$ cat src/rtl/minmax_accumulator_pkg.sv
// Shared types and helpers for the min/max/sum streaming statistics block.
package minmax_accumulator_pkg;

  // Fold-stage state encoding; 2'b11 is unreachable and recovers to ST_EMPTY.
  typedef enum logic [1:0] {
    ST_EMPTY = 2'b00,
    ST_TRACK = 2'b01,
    ST_FULL  = 2'b10
  } state_t;

  // Saturation point of a cnt_w-bit sample counter.
  function automatic int unsigned cnt_max(input int unsigned cnt_w);
    return (32'd1 << cnt_w) - 32'd1;
  endfunction

endpackage

$ cat src/rtl/addern.sv
// n-bit ripple-style adder with carry in and carry out.
module addern #(
  parameter int unsigned n = 8
) (
  input  logic         Cin,
  input  logic [n-1:0] X,
  input  logic [n-1:0] Y,
  output logic [n-1:0] S,
  output logic         Cout
);

  assign {Cout, S} = {1'b0, X} + {1'b0, Y} + {{n{1'b0}}, Cin};

endmodule

$ cat src/rtl/comparison.sv
// Unsigned magnitude comparator.
module comparison #(
  parameter int unsigned n = 4
) (
  input  logic [n-1:0] A,
  input  logic [n-1:0] B,
  output logic         AgtB,
  output logic         AltB
);

  assign AgtB = (A > B);
  assign AltB = (A < B);

endmodule

$ cat src/rtl/minmax_fold_stage.sv
// Stage 2: folds the stage-1 sample into max/min/sum/count and owns the state register.
module minmax_fold_stage
  import minmax_accumulator_pkg::*;
#(
  parameter int unsigned N     = 4,
  parameter int unsigned CNT_W = 4
) (
  input  logic               clk,
  input  logic               rst_n,
  input  logic               clr,
  input  logic               s1_valid,
  input  logic [N-1:0]       s1_data,
  output logic [N-1:0]       max_val,
  output logic [N-1:0]       min_val,
  output logic [N+CNT_W-1:0] sum_val,
  output logic [CNT_W-1:0]   count_val,
  output state_t             state
);

  localparam logic [CNT_W-1:0] CntMax = CNT_W'(cnt_max(CNT_W));

  state_t               state_q, state_d;
  logic [N-1:0]         max_q, max_d, min_q, min_d;
  logic [N+CNT_W-1:0]   sum_q, sum_d, sum_add, s1_zext;
  logic [CNT_W-1:0]     count_q, count_d, count_inc;
  logic                 gt_max, lt_min;
  logic                 unused_sum_cout, unused_cnt_cout;

  assign s1_zext = {{CNT_W{1'b0}}, s1_data};

  comparison #(.n(N)) u_cmp_max (
    .A    (s1_data),
    .B    (max_q),
    .AgtB (gt_max),
    .AltB ()
  );

  comparison #(.n(N)) u_cmp_min (
    .A    (s1_data),
    .B    (min_q),
    .AgtB (),
    .AltB (lt_min)
  );

  addern #(.n(N + CNT_W)) u_sum_add (
    .Cin  (1'b0),
    .X    (sum_q),
    .Y    (s1_zext),
    .S    (sum_add),
    .Cout (unused_sum_cout)
  );

  // Counter incrementer: count + 0 + carry-in.
  addern #(.n(CNT_W)) u_cnt_inc (
    .Cin  (1'b1),
    .X    (count_q),
    .Y    ({CNT_W{1'b0}}),
    .S    (count_inc),
    .Cout (unused_cnt_cout)
  );

  // Next-state and fold datapath; clr discards any fold on the same edge.
  always_comb begin
    state_d = state_q;
    max_d   = max_q;
    min_d   = min_q;
    sum_d   = sum_q;
    count_d = count_q;
    if (clr) begin
      state_d = ST_EMPTY;
      max_d   = '0;
      min_d   = '0;
      sum_d   = '0;
      count_d = '0;
    end else begin
      case (state_q)
        ST_EMPTY: begin
          if (s1_valid) begin
            max_d   = s1_data;
            min_d   = s1_data;
            sum_d   = s1_zext;
            count_d = {{(CNT_W-1){1'b0}}, 1'b1};
            state_d = (CntMax == {{(CNT_W-1){1'b0}}, 1'b1}) ? ST_FULL : ST_TRACK;
          end
        end
        ST_TRACK: begin
          if (s1_valid) begin
            if (gt_max) max_d = s1_data;
            if (lt_min) min_d = s1_data;
            sum_d   = sum_add;
            count_d = count_inc;
            if (count_inc == CntMax) state_d = ST_FULL;
          end
        end
        ST_FULL: ;
        default: state_d = ST_EMPTY;
      endcase
    end
  end

  // Statistics and state registers.
  always_ff @(posedge clk or negedge rst_n) begin
    if (!rst_n) begin
      state_q <= ST_EMPTY;
      max_q   <= '0;
      min_q   <= '0;
      sum_q   <= '0;
      count_q <= '0;
    end else begin
      state_q <= state_d;
      max_q   <= max_d;
      min_q   <= min_d;
      sum_q   <= sum_d;
      count_q <= count_d;
    end
  end

  assign max_val   = max_q;
  assign min_val   = min_q;
  assign sum_val   = sum_q;
  assign count_val = count_q;
  assign state     = state_q;

endmodule

$ cat src/rtl/minmax_accumulator.sv
// Streaming min/max/sum/count statistics: handshake and stage-1 capture register.
module minmax_accumulator
  import minmax_accumulator_pkg::*;
#(
  parameter int unsigned N     = 4,
  parameter int unsigned CNT_W = 4
) (
  input  logic               clk,
  input  logic               rst_n,
  input  logic               clr,
  input  logic               in_valid,
  output logic               in_ready,
  input  logic [N-1:0]       in_data,
  output logic [N-1:0]       max_out,
  output logic [N-1:0]       min_out,
  output logic [N+CNT_W-1:0] sum_out,
  output logic [CNT_W-1:0]   count_out,
  output logic               out_valid,
  output logic               full
);

  localparam logic [CNT_W-1:0] CntNearFull = CNT_W'(cnt_max(CNT_W) - 1);

  logic         s1_valid_q;
  logic [N-1:0] s1_data_q;
  logic         accept;
  state_t       state;

  // The last term stops an accept that would overshoot the cap while one sample is in flight.
  assign in_ready = rst_n && !clr && (state != ST_FULL) &&
                    !(s1_valid_q && (count_out == CntNearFull));
  assign accept   = in_valid && in_ready;

  // Stage-1 capture; clears when nothing new is accepted so a held sample is never refolded.
  always_ff @(posedge clk or negedge rst_n) begin
    if (!rst_n) begin
      s1_valid_q <= 1'b0;
      s1_data_q  <= '0;
    end else if (clr) begin
      s1_valid_q <= 1'b0;
      s1_data_q  <= '0;
    end else if (accept) begin
      s1_valid_q <= 1'b1;
      s1_data_q  <= in_data;
    end else begin
      s1_valid_q <= 1'b0;
    end
  end

  minmax_fold_stage #(
    .N     (N),
    .CNT_W (CNT_W)
  ) u_fold (
    .clk       (clk),
    .rst_n     (rst_n),
    .clr       (clr),
    .s1_valid  (s1_valid_q),
    .s1_data   (s1_data_q),
    .max_val   (max_out),
    .min_val   (min_out),
    .sum_val   (sum_out),
    .count_val (count_out),
    .state     (state)
  );

  assign out_valid = (count_out != '0);
  assign full      = (state == ST_FULL);

endmodule

$ cat config.mk
export PLATFORM = sky130hd
export DESIGN_NAME = minmax_accumulator
export DESIGN_NICKNAME = d
export VERILOG_FILES = /design/src/rtl/minmax_accumulator_pkg.sv /design/src/rtl/addern.sv /design/src/rtl/comparison.sv /design/src/rtl/minmax_fold_stage.sv /design/src/rtl/minmax_accumulator.sv
export SDC_FILE = /design/constraint.sdc
export NUM_CORES = 1
export LEC_CHECK = 0
export ABC_AREA = 1
export CAP_MARGIN = 30
export CORE_UTILIZATION = 50
export CTS_BUF_LIST = sky130_fd_sc_hd__clkbuf_2
export DETAILED_ROUTE_END_ITERATION = 7
export PLACE_DENSITY = 0.82
export SLEW_MARGIN = 15
export SYNTH_ARGS = -nofsm -noshare
export SYNTH_HDL_FRONTEND = slang
export SYNTH_SLANG_ARGS = --single-unit
$ cat constraint.sdc
create_clock -name clk -period 3.9 [get_ports clk]
set_input_delay 0.78 -clock clk [delete_from_list [all_inputs] [get_ports clk]]
set_output_delay 0.78 -clock clk [all_outputs]
set_load 0.005 [all_outputs]
==> results.cfg <==
[run_status]
run_status = complete, no violations

[die]
core_footprint_sq_um = 3340
chipHeight_microns = 61.1
die_area_sq_um = 3730
ios = 31
effective_utilization_at_floorplan_pct = 52.3
fp.dieW_microns = 61.1
row_count = 21

[synth]
synth_sequential_area_ratio_pct = 38.7
synth_area_in_xor_xnor_pct = 2.01
syn_inst = 222
synthAdderAreaFrac_pct = 11.9
synth_compound_gate_area_share_pct = 9.96
count_of_warnings_emitted_by_yosys = 0
synth.area.mux_share_pct = 0
netlist_area_sq_um = 1750
post_synthesis_share_of_cell_area_spent_on_and_or_nand_and_nor_gates_pct = 27.7
postSynthRegisterBits = 27
synth_top_family_by_area = simple AND/OR/NAND/NOR gates
postSynthNetCount = 246
post_synth.cell_area_avg_sq_um = 7.87
yosys.cell_types.count = 27

[placement]
numPortBuffers = 30
globalplace.congestion = 0.877
detailed_place_hpwl_mm = 2.84

[timing]
fin_hold_ws_ns = 0.542
finalClockSkew_ns = 0.0221
fin_crit_ns = 3.20
timing.final.max_slew_violations = 0
share_of_the_cycle_needed_by_the_critical_path_after_routing_pct = 81.9
hold_viol_final = 0
worstMarginPinSlew_ns = 0.497
finalSetupTns_ns = 0
rsz0062_at_grt = false
finalSetupViolCount = 0
relSlewSlack_pct = 66.8
clock.fmax_mhz = 313

[worst_hold_path]
startpoint_of_the_worst_hold_path = u_fold.min_val[0]
hold-path-endpoint = u_fold.min_val[0]
hold_depth = 2
type_of_the_worst_min_delay_path = flop to flop

[grt]
initial_antenna_violation_count = 0
grt_max_degree = 28
grt_pass1_vias = 1368
grt_pass1_wl_mm = 6.09
grt.overflow.total = 0
grt_usage_pct = 22.2

[final_layout]
diodes = 0
post_route_cells_drive_above_1_share_pct = 9.06
area_occupied_by_registers_sq_um = 676
number_of_nets_in_the_layout = 279
most-common-layout-cells = 63 x nand2_1, 30 x clkdlybuf4s50_1, 29 x inv_1
multiInputGateArea_sq_um = 901
layout_commonest_cell = nand2_1
layout_area_growth_over_synthesis_pct = 20.6
fillerInstances = 325

[route]
drtIter0Drc = 49
drc_errors = 0
wl_per_cell_microns = 12.2
finalWirelength_mm = 3.66
dr_total_vias = 1520
drtAntennaViolNets = 0
first_pass_iters = 4
vias_per_cell = 5.07

[cts]
num_cts_buffers = 3
post_cts.resized_instances = 0
post-cts-setup-buffer-count = 0
clock_tree.buffer_depth = 2
cts_sinks = 27
clock_latency_ns = 0.36
cts.root.buffer_cell = clkbuf_2
clk_transition_reported_paths_ns = 0.26
cts_tree = done
hold_buf_cts = 0
clock_tree.htree_level_count = 1

[setup_path]
worst_setup_path_class = primary input to primary output
reg2reg_setup_slack_ns = 2.05
timing.critical_path.to_type = primary output
worst_r2r_endpoint = u_fold.sum_val[6]
worstRegToRegCells = 8
arrival_time_of_the_worst_setup_path_ns = 2.42
cp_data_required_time_ns = 3.12
critPathLaunchType = primary input
worstReg2RegStart = s1_data_q[0]
worst_path_fanout_max = 8

[power]
vdd.ir_drop.worst_mv = 0.172
powerDensity_nw_per_um2 = 243
power_leakage_uw = 0.00103

[run]
cap_violations = 0
==> routing by layer <==
layer  global-route usage (%)  vias to the layer above  wire length, microns  part of all wire [%]
met5                        0                        -                     0                     0
met3                     1.89                        6                   150                   4.1
li1                         -                      775                     -                     -
met2                     34.6                       37                  1720                    47
met4                     8.77                        0                    51                   1.4
met1                     31.9                      702                  1730                    47
==> state kept, by name (all words and copies together) (netlist names) <==
name,flops
u_fold.sum_val,8
s1_data_q,4
u_fold.count_val,4
u_fold.max_val,4
u_fold.min_val,4
u_fold.state,2
s1_valid_q,1
==> power breakdown <==
part | switching, uW | leakage (uW) | internal, uW
combinational | 59.8 | 0.000646 | 43.9
clock | 82.1 | 0.0000166 | 27.1
sequential | 10.4 | 0.000372 | 289
total | 152 | 0.00103 | 360
==> cell type report <==
class / count / area share [%]
Multi-Input combinational cell: 155 / 42.8
Sequential cell: 27 / 32.1
Timing Repair Buffer: 31 / 14.6
Inverter: 37 / 6.83
Tap cell: 46 / 2.73
Clock buffer: 4 / 0.951
==> worst max-delay path: stages <==
cell and delay, ns:
clkdlybuf4s50_1 0.65, inv_2 0.21, nand2_1 0.07, nor2_1 0.10, nand2_1 0.06, inv_2 0.05
clkdlybuf4s50_1 0.49
==> synthesized netlist by cell type <==
master | count | area [sq um]
nand2_4 | 1 | 11.3
inv_2 | 6 | 22.5
o21ai_1 | 10 | 50.1
o21bai_1 | 1 | 7.51
a21oi_4 | 1 | 16.3
nand2_2 | 2 | 12.5
xnor2_1 | 2 | 17.5
inv_4 | 2 | 12.5
o22ai_1 | 1 | 6.26
ha_1 | 15 | 188
xor2_1 | 2 | 17.5
a21oi_1 | 8 | 40.0
nand4_1 | 7 | 43.8
nand2_1 | 63 | 236
o21ai_4 | 1 | 16.3
nor2_2 | 1 | 6.26
nand3_1 | 15 | 75.1
nor2_8 | 1 | 20.0
dfrtp_1 | 27 | 676
buf_4 | 2 | 15.0
nor2_1 | 13 | 48.8
inv_1 | 29 | 109
o21ai_0 | 6 | 30.0
buf_6 | 1 | 11.3
nand3_2 | 3 | 30.0
a21boi_1 | 1 | 7.51
fa_1 | 1 | 20.0
==> kinds of logic after synthesis <==
kind of cell,after synthesis
AND/OR/NAND/NOR,106
XOR/XNOR,4
AO/OA/AOI/OAI,29
adder cells (fa/ha/maj),16
buffers and inverters,40
flip-flops,27
==> worst max-delay path by stage <==
stage,to,slack (ns),from,cells after the start
4_1_cts,in_ready,0.70,clr,7
3_5_place_dp,in_ready,0.71,clr,7
6_report,in_ready,0.70,clr,7
2_1_floorplan,in_ready,1.85,clr,6
5_1_grt,in_ready,0.59,clr,7
3_3_place_gp,in_ready,0.73,clr,7
==> stage by stage <==
stage                     setup slack, ns  utilization [%]  std cells  instance area, sq um  power (uW)
final                               0.705             63.1        300                  2110         513
after global routing                0.588             63.1        300                  2110         541
after CTS                           0.699             63.1        300                  2110         517
after detailed placement            0.713             62.5        296                  2090         408
after global placement              0.729             62.5        296                  2090         405
after floorplan                      1.85                -        222                  1750         367
Power figures use the tool's default switching activity.
